`config.mk`:
```
export PLATFORM = sky130hd
export DESIGN_NAME = shift_cmd_sequencer_flat
export DESIGN_NICKNAME = d
export VERILOG_FILES = /design/src/rtl/shift_cmd_sequencer_if.sv /design/src/rtl/shift_cmd_sequencer.sv /design/src/flat_wrapper.sv
export SDC_FILE = /design/constraint.sdc
export NUM_CORES = 1
export LEC_CHECK = 0
export CAP_MARGIN = 10
export CORE_MARGIN = 3
export CORE_UTILIZATION = 45
export DETAILED_ROUTE_END_ITERATION = 10
export PLACE_DENSITY_LB_ADDON = 0.15
export REMOVE_ABC_BUFFERS = 1
export SLEW_MARGIN = 20
export SYNTH_ARGS = -nofsm -noshare
export SYNTH_HDL_FRONTEND = slang
export SYNTH_SLANG_ARGS = --single-unit
```
`constraint.sdc`:
```
create_clock -name clk -period 7.1 [get_ports clk]
set_input_delay 2.13 -clock clk [delete_from_list [all_inputs] [get_ports clk]]
set_output_delay 2.13 -clock clk [all_outputs]
set_load 0.01 [all_outputs]
```
`src/rtl/shift_cmd_sequencer_if.sv`:
```
// Command and result handshake bundle for shift_cmd_sequencer.
// master drives commands and consumes results; slave is the sequencer.
interface shift_cmd_sequencer_if #(
  parameter int TAG_W = 4
);
  logic             cmd_valid;
  logic             cmd_ready;
  logic [7:0]       cmd_data;
  logic [3:0]       cmd_amt;
  logic             cmd_dir;
  logic             cmd_arith;
  logic [TAG_W-1:0] cmd_tag;
  logic             res_valid;
  logic             res_ready;
  logic [7:0]       res_data;
  logic [TAG_W-1:0] res_tag;

  modport master (
    output cmd_valid, cmd_data, cmd_amt,
    output cmd_dir, cmd_arith, cmd_tag,
    output res_ready,
    input  cmd_ready, res_valid,
    input  res_data, res_tag
  );

  modport slave (
    input  cmd_valid, cmd_data, cmd_amt,
    input  cmd_dir, cmd_arith, cmd_tag,
    input  res_ready,
    output cmd_ready, res_valid,
    output res_data, res_tag
  );
endinterface

```
`src/rtl/shift_cmd_sequencer.sv`:
```
// Command FIFO and pass sequencer feeding an 8-bit barrel shifter.
// Amounts 8..15 run as two passes so the shifter only sees 0..7.
module shift_cmd_sequencer #(
  parameter int DEPTH = 4,
  parameter int TAG_W = 4
) (
  input  logic                  clk,
  input  logic                  rst,
  shift_cmd_sequencer_if.slave  bus,
  output logic [7:0]            sh_in,
  output logic [3:0]            sh_ctrl,
  output logic                  sh_dir,
  output logic                  sh_arith,
  input  logic [7:0]            sh_out,
  output logic                  busy
);

  localparam int PW = $clog2(DEPTH);
  localparam logic [PW:0] FULL = (PW+1)'(DEPTH);

  typedef struct packed {
    logic [7:0]       data;
    logic [3:0]       amt;
    logic             dir;
    logic             arith;
    logic [TAG_W-1:0] tag;
  } cmd_t;

  typedef enum logic [1:0] {
    IDLE,
    PASS1,
    PASS2,
    DONE
  } state_e;

  state_e           state_q, state_d;
  cmd_t             mem_q [DEPTH];
  cmd_t             cmd_in;
  cmd_t             head;
  logic [PW-1:0]    wr_q, wr_d;
  logic [PW-1:0]    rd_q, rd_d;
  logic [PW:0]      cnt_q, cnt_d;
  logic [3:0]       amt_q, amt_d;
  logic [TAG_W-1:0] tag_q, tag_d;
  logic [7:0]       sh_in_q, sh_in_d;
  logic [3:0]       sh_ctrl_q, sh_ctrl_d;
  logic             sh_dir_q, sh_dir_d;
  logic             sh_arith_q, sh_arith_d;
  logic             res_valid_q, res_valid_d;
  logic [7:0]       res_data_q, res_data_d;
  logic [TAG_W-1:0] res_tag_q, res_tag_d;
  logic             busy_q, busy_d;
  logic             cmd_ready;
  logic             push;
  logic             pop;

  assign cmd_in.data  = bus.cmd_data;
  assign cmd_in.amt   = bus.cmd_amt;
  assign cmd_in.dir   = bus.cmd_dir;
  assign cmd_in.arith = bus.cmd_arith;
  assign cmd_in.tag   = bus.cmd_tag;

  // Ready and pop both look only at the registered count,
  // so a full FIFO never accepts and a fresh entry waits an edge.
  assign cmd_ready = (cnt_q != FULL);
  assign push      = bus.cmd_valid & cmd_ready;
  assign pop       = (state_q == IDLE) && (cnt_q != '0);
  assign head      = mem_q[rd_q];

  always_comb begin
    wr_d        = wr_q;
    rd_d        = rd_q;
    cnt_d       = cnt_q;
    state_d     = state_q;
    amt_d       = amt_q;
    tag_d       = tag_q;
    sh_in_d     = sh_in_q;
    sh_ctrl_d   = sh_ctrl_q;
    sh_dir_d    = sh_dir_q;
    sh_arith_d  = sh_arith_q;
    res_valid_d = res_valid_q;
    res_data_d  = res_data_q;
    res_tag_d   = res_tag_q;

    if (push) wr_d = wr_q + 1'b1;
    if (pop)  rd_d = rd_q + 1'b1;

    unique case ({push, pop})
      2'b10:   cnt_d = cnt_q + 1'b1;
      2'b01:   cnt_d = cnt_q - 1'b1;
      default: cnt_d = cnt_q;
    endcase

    unique case (state_q)
      IDLE: begin
        if (pop) begin
          sh_in_d    = head.data;
          sh_ctrl_d  = (head.amt > 4'd7) ? 4'd7 : head.amt;
          sh_dir_d   = head.dir;
          sh_arith_d = head.arith;
          amt_d      = head.amt;
          tag_d      = head.tag;
          state_d    = PASS1;
        end
      end
      PASS1: begin
        if (amt_q <= 4'd7) begin
          res_data_d  = sh_out;
          res_tag_d   = tag_q;
          res_valid_d = 1'b1;
          state_d     = DONE;
        end else begin
          // 15 would need 8 more; 7 gives the same all-fill result
          sh_in_d   = sh_out;
          sh_ctrl_d = (amt_q == 4'd15) ? 4'd7 : amt_q - 4'd7;
          state_d   = PASS2;
        end
      end
      PASS2: begin
        res_data_d  = sh_out;
        res_tag_d   = tag_q;
        res_valid_d = 1'b1;
        state_d     = DONE;
      end
      DONE: begin
        if (bus.res_ready) begin
          res_valid_d = 1'b0;
          state_d     = IDLE;
        end
      end
    endcase

    busy_d = (state_d != IDLE) || (cnt_d != '0);
  end

  always_ff @(posedge clk) begin
    if (push) mem_q[wr_q] <= cmd_in;
  end

  always_ff @(posedge clk) begin
    if (rst) begin
      state_q     <= IDLE;
      wr_q        <= '0;
      rd_q        <= '0;
      cnt_q       <= '0;
      amt_q       <= '0;
      tag_q       <= '0;
      sh_in_q     <= '0;
      sh_ctrl_q   <= '0;
      sh_dir_q    <= 1'b0;
      sh_arith_q  <= 1'b0;
      res_valid_q <= 1'b0;
      res_data_q  <= '0;
      res_tag_q   <= '0;
      busy_q      <= 1'b0;
    end else begin
      state_q     <= state_d;
      wr_q        <= wr_d;
      rd_q        <= rd_d;
      cnt_q       <= cnt_d;
      amt_q       <= amt_d;
      tag_q       <= tag_d;
      sh_in_q     <= sh_in_d;
      sh_ctrl_q   <= sh_ctrl_d;
      sh_dir_q    <= sh_dir_d;
      sh_arith_q  <= sh_arith_d;
      res_valid_q <= res_valid_d;
      res_data_q  <= res_data_d;
      res_tag_q   <= res_tag_d;
      busy_q      <= busy_d;
    end
  end

  assign bus.cmd_ready = cmd_ready;
  assign bus.res_valid = res_valid_q;
  assign bus.res_data  = res_data_q;
  assign bus.res_tag   = res_tag_q;
  assign sh_in         = sh_in_q;
  assign sh_ctrl       = sh_ctrl_q;
  assign sh_dir        = sh_dir_q;
  assign sh_arith      = sh_arith_q;
  assign busy          = busy_q;

endmodule

```
`src/flat_wrapper.sv`:
```
// flat-port wrapper written by rule: the top's interface ports become plain ports
module shift_cmd_sequencer_flat 
#(
  parameter int DEPTH = 4,
  parameter int TAG_W = 4
)
  (clk, rst, sh_in, sh_ctrl, sh_dir, sh_arith, sh_out, busy, bus_cmd_valid, bus_cmd_data, bus_cmd_amt, bus_cmd_dir, bus_cmd_arith, bus_cmd_tag, bus_res_ready, bus_cmd_ready, bus_res_valid, bus_res_data, bus_res_tag);
  shift_cmd_sequencer_if #(.TAG_W(TAG_W)) bus_i ();
  input  logic clk;
  input  logic rst;
  output logic [7:0] sh_in;
  output logic [3:0] sh_ctrl;
  output logic sh_dir;
  output logic sh_arith;
  input  logic [7:0] sh_out;
  output logic busy;
  input wire logic [$bits(bus_i.cmd_valid)-1:0] bus_cmd_valid;
  input wire logic [$bits(bus_i.cmd_data)-1:0] bus_cmd_data;
  input wire logic [$bits(bus_i.cmd_amt)-1:0] bus_cmd_amt;
  input wire logic [$bits(bus_i.cmd_dir)-1:0] bus_cmd_dir;
  input wire logic [$bits(bus_i.cmd_arith)-1:0] bus_cmd_arith;
  input wire logic [$bits(bus_i.cmd_tag)-1:0] bus_cmd_tag;
  input wire logic [$bits(bus_i.res_ready)-1:0] bus_res_ready;
  output wire logic [$bits(bus_i.cmd_ready)-1:0] bus_cmd_ready;
  output wire logic [$bits(bus_i.res_valid)-1:0] bus_res_valid;
  output wire logic [$bits(bus_i.res_data)-1:0] bus_res_data;
  output wire logic [$bits(bus_i.res_tag)-1:0] bus_res_tag;
  assign bus_i.cmd_valid = bus_cmd_valid;
  assign bus_i.cmd_data = bus_cmd_data;
  assign bus_i.cmd_amt = bus_cmd_amt;
  assign bus_i.cmd_dir = bus_cmd_dir;
  assign bus_i.cmd_arith = bus_cmd_arith;
  assign bus_i.cmd_tag = bus_cmd_tag;
  assign bus_i.res_ready = bus_res_ready;
  assign bus_cmd_ready = bus_i.cmd_ready;
  assign bus_res_valid = bus_i.res_valid;
  assign bus_res_data = bus_i.res_data;
  assign bus_res_tag = bus_i.res_tag;
  shift_cmd_sequencer #(.DEPTH(DEPTH), .TAG_W(TAG_W)) u_core (.clk(clk), .rst(rst), .bus(bus_i), .sh_in(sh_in), .sh_ctrl(sh_ctrl), .sh_dir(sh_dir), .sh_arith(sh_arith), .sh_out(sh_out), .busy(busy));
endmodule
```
After elaboration in Yosys (flattened, before gate mapping)

Memories as Yosys holds them, arrays and structs flattened. A register that Yosys moved wholly into a read port is not among the register bits.
Cells that the tools add are included.

Bits in read-only memories: 0
Memories: 1
Word-level logic and storage cells: 71
Register bits: 45
Bits in latches: 0
Input port bits: 30
RAM bits: 72

Div/mod/pow operators: 0
Magnitude comparators: 2
Bitwise gates (word level): 1
Shift-type cells: 0
Eq/ne operators: 11
Reduce and logical (&&, ||, !) cells: 13
Add/subtract/negate cells: 5
Multiply operators: 0
Mux-type cells: 24

Memories:

| name         | words | width | read ports | clocked after Yosys merged registers in | wr ports | RTL line                  | text |
|---|---|---|---|---|---|---|---|
| u_core.mem_q | 4     | 18    | 1          | 1                                       | 1        | shift_cmd_sequencer.sv:37 | `cmd_t mem_q [DEPTH];` |

Operators by type and width:

| kind                  | count |
|---|---|
| $pmux W8 S2           | 2 |
| $mux W8               | 3 |
| $mux W4               | 5 |
| $pmux W4 S2           | 2 |
| $reduce_bool A3 Y1    | 3 |
| $mux W2               | 4 |
| $pmux W2 S4           | 1 |
| $eq A2 B2 Y1 const B  | 3 |
| $pmux W3 S2           | 1 |
| $reduce_and A3 Y1     | 2 |
| $reduce_bool A2 Y1    | 3 |
| $mux W1               | 5 |
| $add A2 B1 Y2 const B | 2 |
| $eq A2 B1 Y1 const B  | 2 |
| $eq A4 B4 Y1 const B  | 1 |
| $gt A4 B3 Y1 const B  | 1 |
| $le A4 B3 Y1 const B  | 1 |
| $ne A2 B1 Y1 const B  | 2 |
| $ne A2 B2 Y1 const B  | 2 |
| $reduce_and A2 Y1     | 2 |
| $sub A4 B3 Y4 const B | 1 |
| $add A3 B1 Y3 const B | 1 |
| $ne A3 B3 Y1 const B  | 1 |
| $pmux W1 S3           | 1 |
| 5 further kinds       | 5 |

Longest topological paths before layout

Depth after elaboration: 6
Gate-level depth with buffers: 11

Worst setup path after synthesis

Ideal clock, no wire load.

Kind: input to register
Start: input bus_cmd_valid
End: register u_core.busy_q, in the netlist u_core.busy
Setup time: 143 ps
Data arrival time: 3600 ps
Stages: 8
Required time: 6957 ps
Path slack: 3357 ps
Path buffers: 1
Cells stage by stage: buf_1 -> nand2_1 -> ha_1 -> inv_1 -> fa_1 -> xnor3_1 -> o311ai_0 -> nand4_1

Word-level cells in the longest chain between the ends: 5
Elaborated cells on any way between the ends: 6

Ends and longest elaborated chain:

| item                                         | RTL line                   | text |
|---|---|---|
| from (decl)                                  | flat_wrapper.sv:17         | `input wire logic [$bits(bus_i.cmd_valid)-1:0] bus_cmd_valid;` |
| $and A1 B1 Y1 (*)                            | shift_cmd_sequencer.sv:66  | `assign push = bus.cmd_valid & cmd_ready;` |
| $eq A2 B1 Y1 or $eq A2 B2 Y1 (tied branches) | shift_cmd_sequencer.sv:88  | `unique case ({push, pop})` |
| $pmux W3 S2 (*)                              | shift_cmd_sequencer.sv:88  |  |
| $reduce_bool A3 Y1 (*)                       | shift_cmd_sequencer.sv:133 | `busy_d = (state_d != IDLE) \|\| (cnt_d != '0);` |
| $logic_or A1 B1 Y1 (*)                       | shift_cmd_sequencer.sv:133 |  |
| to (signal assigned)                         | shift_cmd_sequencer.sv:170 | `busy_q <= busy_d;` |
| to (decl)                                    | shift_cmd_sequencer.sv:52  | `logic busy_q, busy_d;` |

Mark *: on every way between the ends. The rest lies on a longest branch, timed or not.
A chain may end at the register's enable or synchronous reset.

Worst setup path after layout

Start: register u_core.cnt_q[2]
End: output bus_cmd_ready

Word-level cells in the longest chain between the ends: 1

Ends and longest elaborated chain:

| item                   | RTL line                   | text |
|---|---|---|
| from (decl)            | shift_cmd_sequencer.sv:42  | `logic [PW:0] cnt_q, cnt_d;` |
| from (signal assigned) | shift_cmd_sequencer.sv:160 | `cnt_q <= cnt_d;` |
| $ne A3 B3 Y1           | shift_cmd_sequencer.sv:65  | `assign cmd_ready = (cnt_q != FULL);` |
| to (decl)              | flat_wrapper.sv:24         | `output wire logic [$bits(bus_i.cmd_ready)-1:0] bus_cmd_ready;` |

Every way passes these cells.

==> results.cfg <==
[run_status]
outcome = complete, no violations

[worst_hold_path]
hp-class = flop to flop
hold_end = u_core.bus.res_tag[2]
hold_depth = 2
hold_path_startpoint = u_core.tag_q[2]

[global_routing]
grt_pass1_vias = 2898
grt_start_max_net_pins = 45
grt_pass1_wl_um = 14880
grt_use_total_pct = 16.69
antenna_found_initial = 0
grt.overflow.total = 0

[floorplan]
core_mm2 = 0.01037
die_w_um = 109.3
io-pin-count = 59
die-area_mm2 = 0.01194
die_y_um = 109.3
start_util_pct = 46.27
rows = 37

[cts]
hold_buffers = 0
cts.sinks = 119
htree_levels = 4
cts_buffer_depth = 2
postCtsSetupBuffers = 0
clock_latency_ps = 500
cts_root_buf = clkbuf_8
path_clk_slew_ps = 60
numCtsBuffers = 17
cts_resized = 0
tritoncts = built

[drt]
drcViolationCount = 0
wl_per_cell_um = 16.47
drt-pass1-iter-count = 4
ant_nets = 0
vias_per_cell = 5.253
wirelength_um = 9191
drt_iter0_markers = 96
num_vias = 2931

[critical_path]
r2r_cells = 11
cp.required_ps = 4970
critPathLaunchType = flop
r2r-start = u_core.state_q[0]
worstPathMaxFanout = 10
arrival_ps = 2040
r2r_slack_ps = 4160
worstReg2RegEnd = u_core.busy
critical_path_class = flop to output port
crit_path_end_kind = output port

[yosys]
async_reset_ff_share_pct = 0
synth_area_leader_cell = edfxtp_1
synth_area_per_cell_um2 = 13.67
yosysSeqAreaShare_pct = 64.67
synth_seq_cells = 119
syn-cell-area_mm2 = 0.004798
synth_area_leaders = edfxtp_1 (45%), dfxtp_1 (20%), mux4_2 (8.4%)
synth_edf_count = 72
synthDistinctLibCells = 48
yosys_warnings = 0
synth_fa_ha_area_share_pct = 3.025
synthFlopType = edfxtp_1
synthSimpleGateAreaFrac_pct = 9.153
yosysTopAreaCellShare_pct = 45.06
synth.area.mux_share_pct = 8.683
netlist_instances = 351
synth_xor_area_share_pct = 1.017
synth_top_family_by_area = compound AO/OA/AOI/OAI gates
synth-compound-area-share_pct = 10.14

[layout]
area_delta_synth_final_pct = 24.98
diodes = 0
final_layout_size_suffix_gt1_share_pct = 16.59
layout.nets = 450

[sta]
postLayoutSetupSlackWorst_ps = 2929
setup_viol = 0
final_hold_viol_count = 0
rsz0062_at_grt = no
whs_ps = 443.6
relSlewSlack_pct = 34.50
fmax_mhz = 239.8
fin_skew_ps = 6.860
slew_violations = 0
tightestPinTransition_ps = 982.5
timing.final.crit_share_pct = 58.74
tns_ps = 0
final.min_clock_period_ps = 4171

[placement]
place_congestion = 0.7572
io_buffers = 58
dp_hpwl_um = 5730
pre_cts_ws_ps = 2807

[pwr]
p_leak_uw = 0.002066
p_per_area_mw_per_mm2 = 423.3
ir_drop_mv = 0.1807

[run]
maxCapViolCount = 0
## power breakdown
group / switching, uW / total, uW / internal (uW)
clock: 291 / 760 / 469
combinational: 460 / 831 / 371
sequential: 77.9 / 948 / 870
## cell families after synthesis
group,Yosys count
flops,119
simple gates,96
compound gates,67
buf+inv,35
mux,19
fa+ha+maj,11
xor+xnor,4
## routing by layer
layer  vias up  global-route usage [%]  routed length (um)
met5         -                       0                   0
met4         0                   5.966                  81
met3        10                   4.085                 466
met2        69                   26.58                4336
met1      1428                   22.41                4307
li1       1424                       -                   -
## cell type report
class                           instances  area (um2)
Inverter                               13       48.80
Fill cell                             869        4373
Clock inverter                         13       108.9
Sequential cell                       119        3103
Timing Repair Buffer                   61       598.1
Clock buffer                           19       431.7
Tap cell                              136       170.2
Multi-Input combinational cell        197        1536
## through the flow
step | util [%] | instance area [um2] | power, uW | std cells
2_1_floorplan | - | 4688 | 1485 | 329
3_3_place_gp | 52.62 | 5456 | 1784 | 526
3_5_place_dp | 52.62 | 5456 | 1799 | 526
4_1_cts | 57.83 | 5997 | 2566 | 558
5_1_grt | 57.83 | 5997 | 2696 | 558
6_report | 57.83 | 5997 | 2539 | 558
## state kept, by name, summed over array words and instances (netlist names), 3 cells and up, named ones only
register,cells
u_core.sh_in,8
u_core.mem_q,72
u_core.tag_q,4
u_core.bus.res_tag,4
u_core.sh_ctrl,4
u_core.amt_q,4
u_core.bus.res_data,8
u_core.cnt_q,3
## Yosys cell counts (2+ instances only)
cell,count
edfxtp_1,72
nand2_1,66
dfxtp_1,47
a21oi_1,37
mux4_2,18
clkbuf_1,13
inv_1,12
ha_1,10
a311oi_2,8
and3_1,5
nor2_1,5
buf_2,4
nor3_1,3
o21ai_0,3
o311ai_0,3
a21bo_2,2
a21boi_0,2
a21o_1,2
buf_4,2
buf_6,2
nand3_1,2
nand3b_1,2
nor2b_1,2
o211ai_1,2
or3_1,2
or4b_2,2
xor2_1,2
## placed cells by master (no fill, tap or decap), types with 5 or more instances in the layout
master and count:
mux4_2 18, nand2_1 66, dfxtp_1 47, clkdlybuf4s50_1 57
clkinv_2 6, a21oi_1 37, and3_1 5, inv_1 12
edfxtp_1 72, clkbuf_16 16, nor2_1 5, ha_1 10
a311oi_2 8
## critical path, cell delays in order, from the launching register on
cell and delay [ps]:
dfxtp_1 440, or3b_2 580, clkdlybuf4s50_1 530
## worst max-delay path by stage
stage                                from  slack, ps       endpoint
after floorplan             bus_cmd_valid       3530    u_core.busy
after global placement      bus_cmd_valid       2830    u_core.busy
after detailed placement    bus_cmd_valid       2810    u_core.busy
after CTS                 u_core.cnt_q[2]       2900  bus_cmd_ready
after global routing      u_core.cnt_q[2]       2800  bus_cmd_ready
final                     u_core.cnt_q[2]       2930  bus_cmd_ready
Power figures use the tool's default switching activity.
==> variant 1 (same settings) <==
Make the reset (`rst`) asynchronous in one clocked block.
--- a/src/rtl/shift_cmd_sequencer.sv
+++ b/src/rtl/shift_cmd_sequencer.sv
@@ -137,7 +137,7 @@
     if (push) mem_q[wr_q] <= cmd_in;
   end
 
-  always_ff @(posedge clk) begin
+  always_ff @(posedge clk or posedge rst) begin
     if (rst) begin
       state_q     <= IDLE;
       wr_q        <= '0;
Function: differs if rst is asserted again (counterexample within 4 cycles, from zero or initial values and one cycle with rst high); with rst held inactive, the same outputs for 10 cycles.
==> variant 1 against the original RTL <==
  * Fmax grew 2.5%
  * First-iteration DRC count grew 42%
  * Combinational power grew 6.6%
  * Setup slack gained 0.10 ns
  * Critical endpoint unchanged
  * Sequential cell count shrank 2
  * Non-clock buffer count shrank 2
  * Wire length shrank 5.3%
  * Design area grew 0.40%
  * Global-route usage is essentially flat
  * Sequential power grew 15%
  * Synthesized area shrank 1.6%
  * Power grew 11%
  * Count of clock-buffer cells in the layout grew 6
  * Clock power grew 11%
==> variant 1: results (changes against the original RTL) <==
* Status: complete, no violations
* Worst slack, placed at 3.00 ns (+0.198 ns)
* Syn Area/Cell at 18.5 um2 (+35%)
* GR Util met1 at 20.7% (-1.7 points)
* WL met2 at 4.44 mm (+2.4%)
* Worst setup path start: u_core.cnt_q[1]
* Met2 GRT Util at 27.3% (+0.69 points)
* R2R Path Start: u_core.state_q[1]
* Final core occ at 60.2% (+2.4 points)
* Metal1 wirelength at 3.84 mm (-11%)
* Share of layout cells above drive strength 1 at 20.2% (+3.6 points)
* Synth cell types at 42 (-13%)
* Worst-Margin Slew at 0.988 ns (+0.00547 ns)
* Register area share after synthesis at 69.7% (+5.0 points)
* Placer Congestion at 0.719 (-5.1%)
* Worst vdd ir at 0.242 mV (+34%)
* Vias in the first global route at 2630 (-9.2%)
* Met3 usage at 5.85% (+1.8 points)
* Initial drt markers at 136 (+42%)
* First-pass GRT wire length at 14.1 mm (-5.5%)
* Dpl cells at 438 (-17%)
* Area post-placement at 5420 um2 (-0.60%)
* FFs w/ async S/R, synth at 38.5% (+38 points)
* Pin count of the biggest net entering global routing at 46 (+2.2%)
* Metal3 WL at 329 um (-29%)
==> variant 1: cell types whose count changed after synthesis, sizes merged, moves of 4 or more <==
| cell | change |
|---|---|
| dfrtp | +45 |
| dfxtp | -47 |
| mux2 | +38 |
| clkbuf | -11 |
| ha | -4 |
| nand2b | +4 |
| nand2 | -62 |
| o31ai | +5 |
| a311oi | -9 |
| a21oi | -36 |
==> variant 1: worst max-delay path: cells and delay by family (launching register included) <==
family                 cells  cell delay [ns]
buffers and inverters      1             0.52
and+or+nand+nor            1             0.50
DFF                        1             0.42
==> variant 1: cell type report <==
type / count / area, um2 / share of cell area, %
Tap cell: 133 / 166 / 2.76
Sequential cell: 117 / 3290 / 54.6
Clock buffer: 25 / 474 / 7.88
Inverter: 9 / 35.0 / 0.582
Multi-Input combinational cell: 120 / 1350 / 22.4
Timing Repair Buffer: 59 / 588 / 9.77
Clock inverter: 7 / 121 / 2.02
==> variant 1: cell families after synthesis <==
family | share of synthesized area (%)
adders and majority gates | 2.01
muxes | 18.6
DFF | 69.7
AOI/OAI and AO/OA | 2.04
buffers and inverters | 1.78
xor gates and xnor gates | 0.928
and+or+nand+nor | 4.96
==> variant 1: final timing paths <==
| check | to | slack [ns] | cells past startpoint |
|---|---|---|---|
| min in group asynchronous | u_core.bus.res_data[1] | 2.10 | 2 |
| setup / recovery | bus_cmd_ready | 3.03 | 2 |
| hold / removal | u_core.bus.res_tag[1] | 0.47 | 1 |
| hold reg to reg | u_core.bus.res_tag[1] | 0.47 | 1 |
| max in group asynchronous | u_core.amt_q[2] | 4.49 | 2 |
| setup reg to reg | u_core.busy | 4.57 | 9 |
==> variant 1: where the power goes <==
part | total, mW | internal, mW | switching [mW]
clock network | 0.845 | 0.563 | 0.282
registers | 1.09 | 0.953 | 0.137
logic | 0.886 | 0.498 | 0.388
==> variant 2 (config.mk and constraints unchanged) <==
Made on the original files. `TAG_W` is set to 4 in 3 places; all go to 5.
--- a/src/rtl/shift_cmd_sequencer_if.sv
+++ b/src/rtl/shift_cmd_sequencer_if.sv
@@ -1,7 +1,7 @@
 // Command and result handshake bundle for shift_cmd_sequencer.
 // master drives commands and consumes results; slave is the sequencer.
 interface shift_cmd_sequencer_if #(
-  parameter int TAG_W = 4
+  parameter int TAG_W = 5
 );
   logic             cmd_valid;
   logic             cmd_ready;
--- a/src/rtl/shift_cmd_sequencer.sv
+++ b/src/rtl/shift_cmd_sequencer.sv
@@ -2,7 +2,7 @@
 // Amounts 8..15 run as two passes so the shifter only sees 0..7.
 module shift_cmd_sequencer #(
   parameter int DEPTH = 4,
-  parameter int TAG_W = 4
+  parameter int TAG_W = 5
 ) (
   input  logic                  clk,
   input  logic                  rst,
--- a/src/flat_wrapper.sv
+++ b/src/flat_wrapper.sv
@@ -2,7 +2,7 @@
 module shift_cmd_sequencer_flat 
 #(
   parameter int DEPTH = 4,
-  parameter int TAG_W = 4
+  parameter int TAG_W = 5
 )
   (clk, rst, sh_in, sh_ctrl, sh_dir, sh_arith, sh_out, busy, bus_cmd_valid, bus_cmd_data, bus_cmd_amt, bus_cmd_dir, bus_cmd_arith, bus_cmd_tag, bus_res_ready, bus_cmd_ready, bus_res_valid, bus_res_data, bus_res_tag);
   shift_cmd_sequencer_if #(.TAG_W(TAG_W)) bus_i ();
Ports: changed (resized bus_cmd_tag and bus_res_tag); port bits go from 59 to 61. The function was not compared with the original's and may differ.
==> variant 2 against the original RTL <==
  * Global-route usage rose by 0.20 points
  * Largest power group unchanged
  * Die area rose by 1.9%
  * Design area rose by 1.8%
  * Wire length up 1.9%
  * Final cell count is 0.18% higher
  * Via count shrank 1.3%
  * Setup slack improved by 0.11 ns
  * Synthesized area rose by 2.0%
  * Sequential cell count is 6 higher
  * Power is 0.56% higher
==> variant 2: results (changes against the original RTL) <==
* Cells on worst reg2reg path at 12 (+1)
* Initial drt markers at 117 (+22%)
* Lkg Pwr at 2.09 nW (+1.1%)
* Dpl cells at 527 (+0.19%)
* First-pass DRT Iterations at 5 (+1)
* Synth Instances at 347 (-1.1%)
* Placer Congestion at 0.717 (-5.3%)
* Reg2reg setup slack at 3.96 ns (-0.20 ns)
* Antenna diode count at 0 (unchanged)
* Nets at 452 (+0.44%)
* Post-synth top flop: edfxtp_1
* Max reg flops at 76 (+5.6%)
* Synth top area cells: edfxtp_1 (47%), dfxtp_1 (20%), mux4_2 (8.7%)
* CTS clk-pin slew, worst paths at 0.06 ns (about the same)
* Slowest CP cell: clkdlybuf4s50_1
* Share of layout cells above drive strength 1 at 13.7% (-2.9 points)
* Status: complete, no violations
* Port buffer count at 60 (+3.4%)
* Delay-heaviest family, CP: buffers and inverters
* Worst Skew at 0.00682 ns (-0.0000375 ns)
* Drt total wl at 9.37 mm (+1.9%)
* DR WL/cell at 16.8 um (+1.8%)
* Slew margin rel. at 29.0% (-5.5 points)
* Register area share after synthesis at 66.7% (+2.0 points)
* First-pass GRT wire length at 15.0 mm (+0.79%)
* Post-synth EDFFs at 76 (+5.6%)
* Worst vdd ir at 0.241 mV (+34%)
* CP max FO at 6 (-4)
* Crit path largest cell delay at 0.51 ns (-0.07 ns)
* Synth cell types at 43 (-10%)
* Hpwl dp at 5.74 mm (+0.20%)
* Routed vias at 2892 (-1.3%)
* Pin count of the biggest net entering global routing at 49 (+8.9%)
* Synth top cells by count: edfxtp_1 (76), nand2_1 (57), dfxtp_1 (49), a21oi_1 (31), mux4_2 (19)
* Hold EP: u_core.bus.res_data[4]
* HP Start: u_core.bus.res_data[4]
* R2R Path Start: u_core.state_q[1]
variant 2: cell types whose count changed after synthesis, sizes merged, moves of 3 or more:
cell	unedited run	this run
a21oi	37	31
clkbuf	13	6
mux2i	0	8
nand2	66	57
or4b	3	0
a311oi	9	1
nor2	5	17
buf	9	12
edfxtp	72	76
inv	12	9
a211oi	0	8
variant 2: layout make-up:
cell class	instances	area share (%)
Clock buffer	19	6.91
Clock inverter	13	1.66
Inverter	9	0.553
Multi-Input combinational cell	195	24.7
Sequential cell	125	53.4
Tap cell	136	2.79
Timing Repair Buffer	62	10.0
variant 2: cells by family after synthesis:
logic type / synth area share [%]
buf+inv: 2.81
xor+xnor: 0.895
fa+ha+maj: 2.97
flops: 66.7
simple gates: 9.38
mux: 10.6
compound gates: 6.67
variant 2: per-stage QoR:
step / setup WS [ns] / hold WS, ns / instance area [um2]
finish: 3.04 / 0.455 / 6110
CTS: 3.01 / 0.455 / 6100
detailed placement: 2.74 / 0.447 / 5580
global route: 2.92 / 0.474 / 6110
global placement: 2.78 / 0.440 / 5580
floorplan: 3.35 / 0.426 / 4790
variant 2: power by group:
part,switching [mW],internal (mW),total (mW),leakage (nW)
Sequential,0.0840,0.914,0.998,1.10
Clock,0.295,0.457,0.752,0.250
Combinational,0.427,0.375,0.803,0.738
Total,0.807,1.75,2.55,2.09
variant 2: worst register-to-register path, cell delays in order, from the launching register on:
cell and delay, ns:
dfxtp_1 0.34, inv_1 0.10, ha_1 0.32, o31ai_1 0.12, buf_4 0.20, inv_1 0.43, ha_1 0.28, inv_1 0.06
fa_1 0.46, nor2b_1 0.16, mux2_2 0.17, a31oi_1 0.07, or3_1 0.33
variant 2: routing by layer:
metal | track usage (%) | up-vias | share of wire (%)
met5 | 0 | - | 0
met4 | 4.75 | 0 | 0.52
met3 | 5.42 | 4 | 4.3
met2 | 26.8 | 61 | 49
met1 | 22.5 | 1427 | 46
li1 | - | 1400 | -
variant 2: how the worst max path moves through the flow:
stage / endpoint / cells past startpoint
finish: bus_cmd_ready / 2
global route: bus_cmd_ready / 2
CTS: bus_cmd_ready / 2
detailed placement: u_core.busy / 10
global placement: u_core.busy / 10
floorplan: u_core.busy / 9
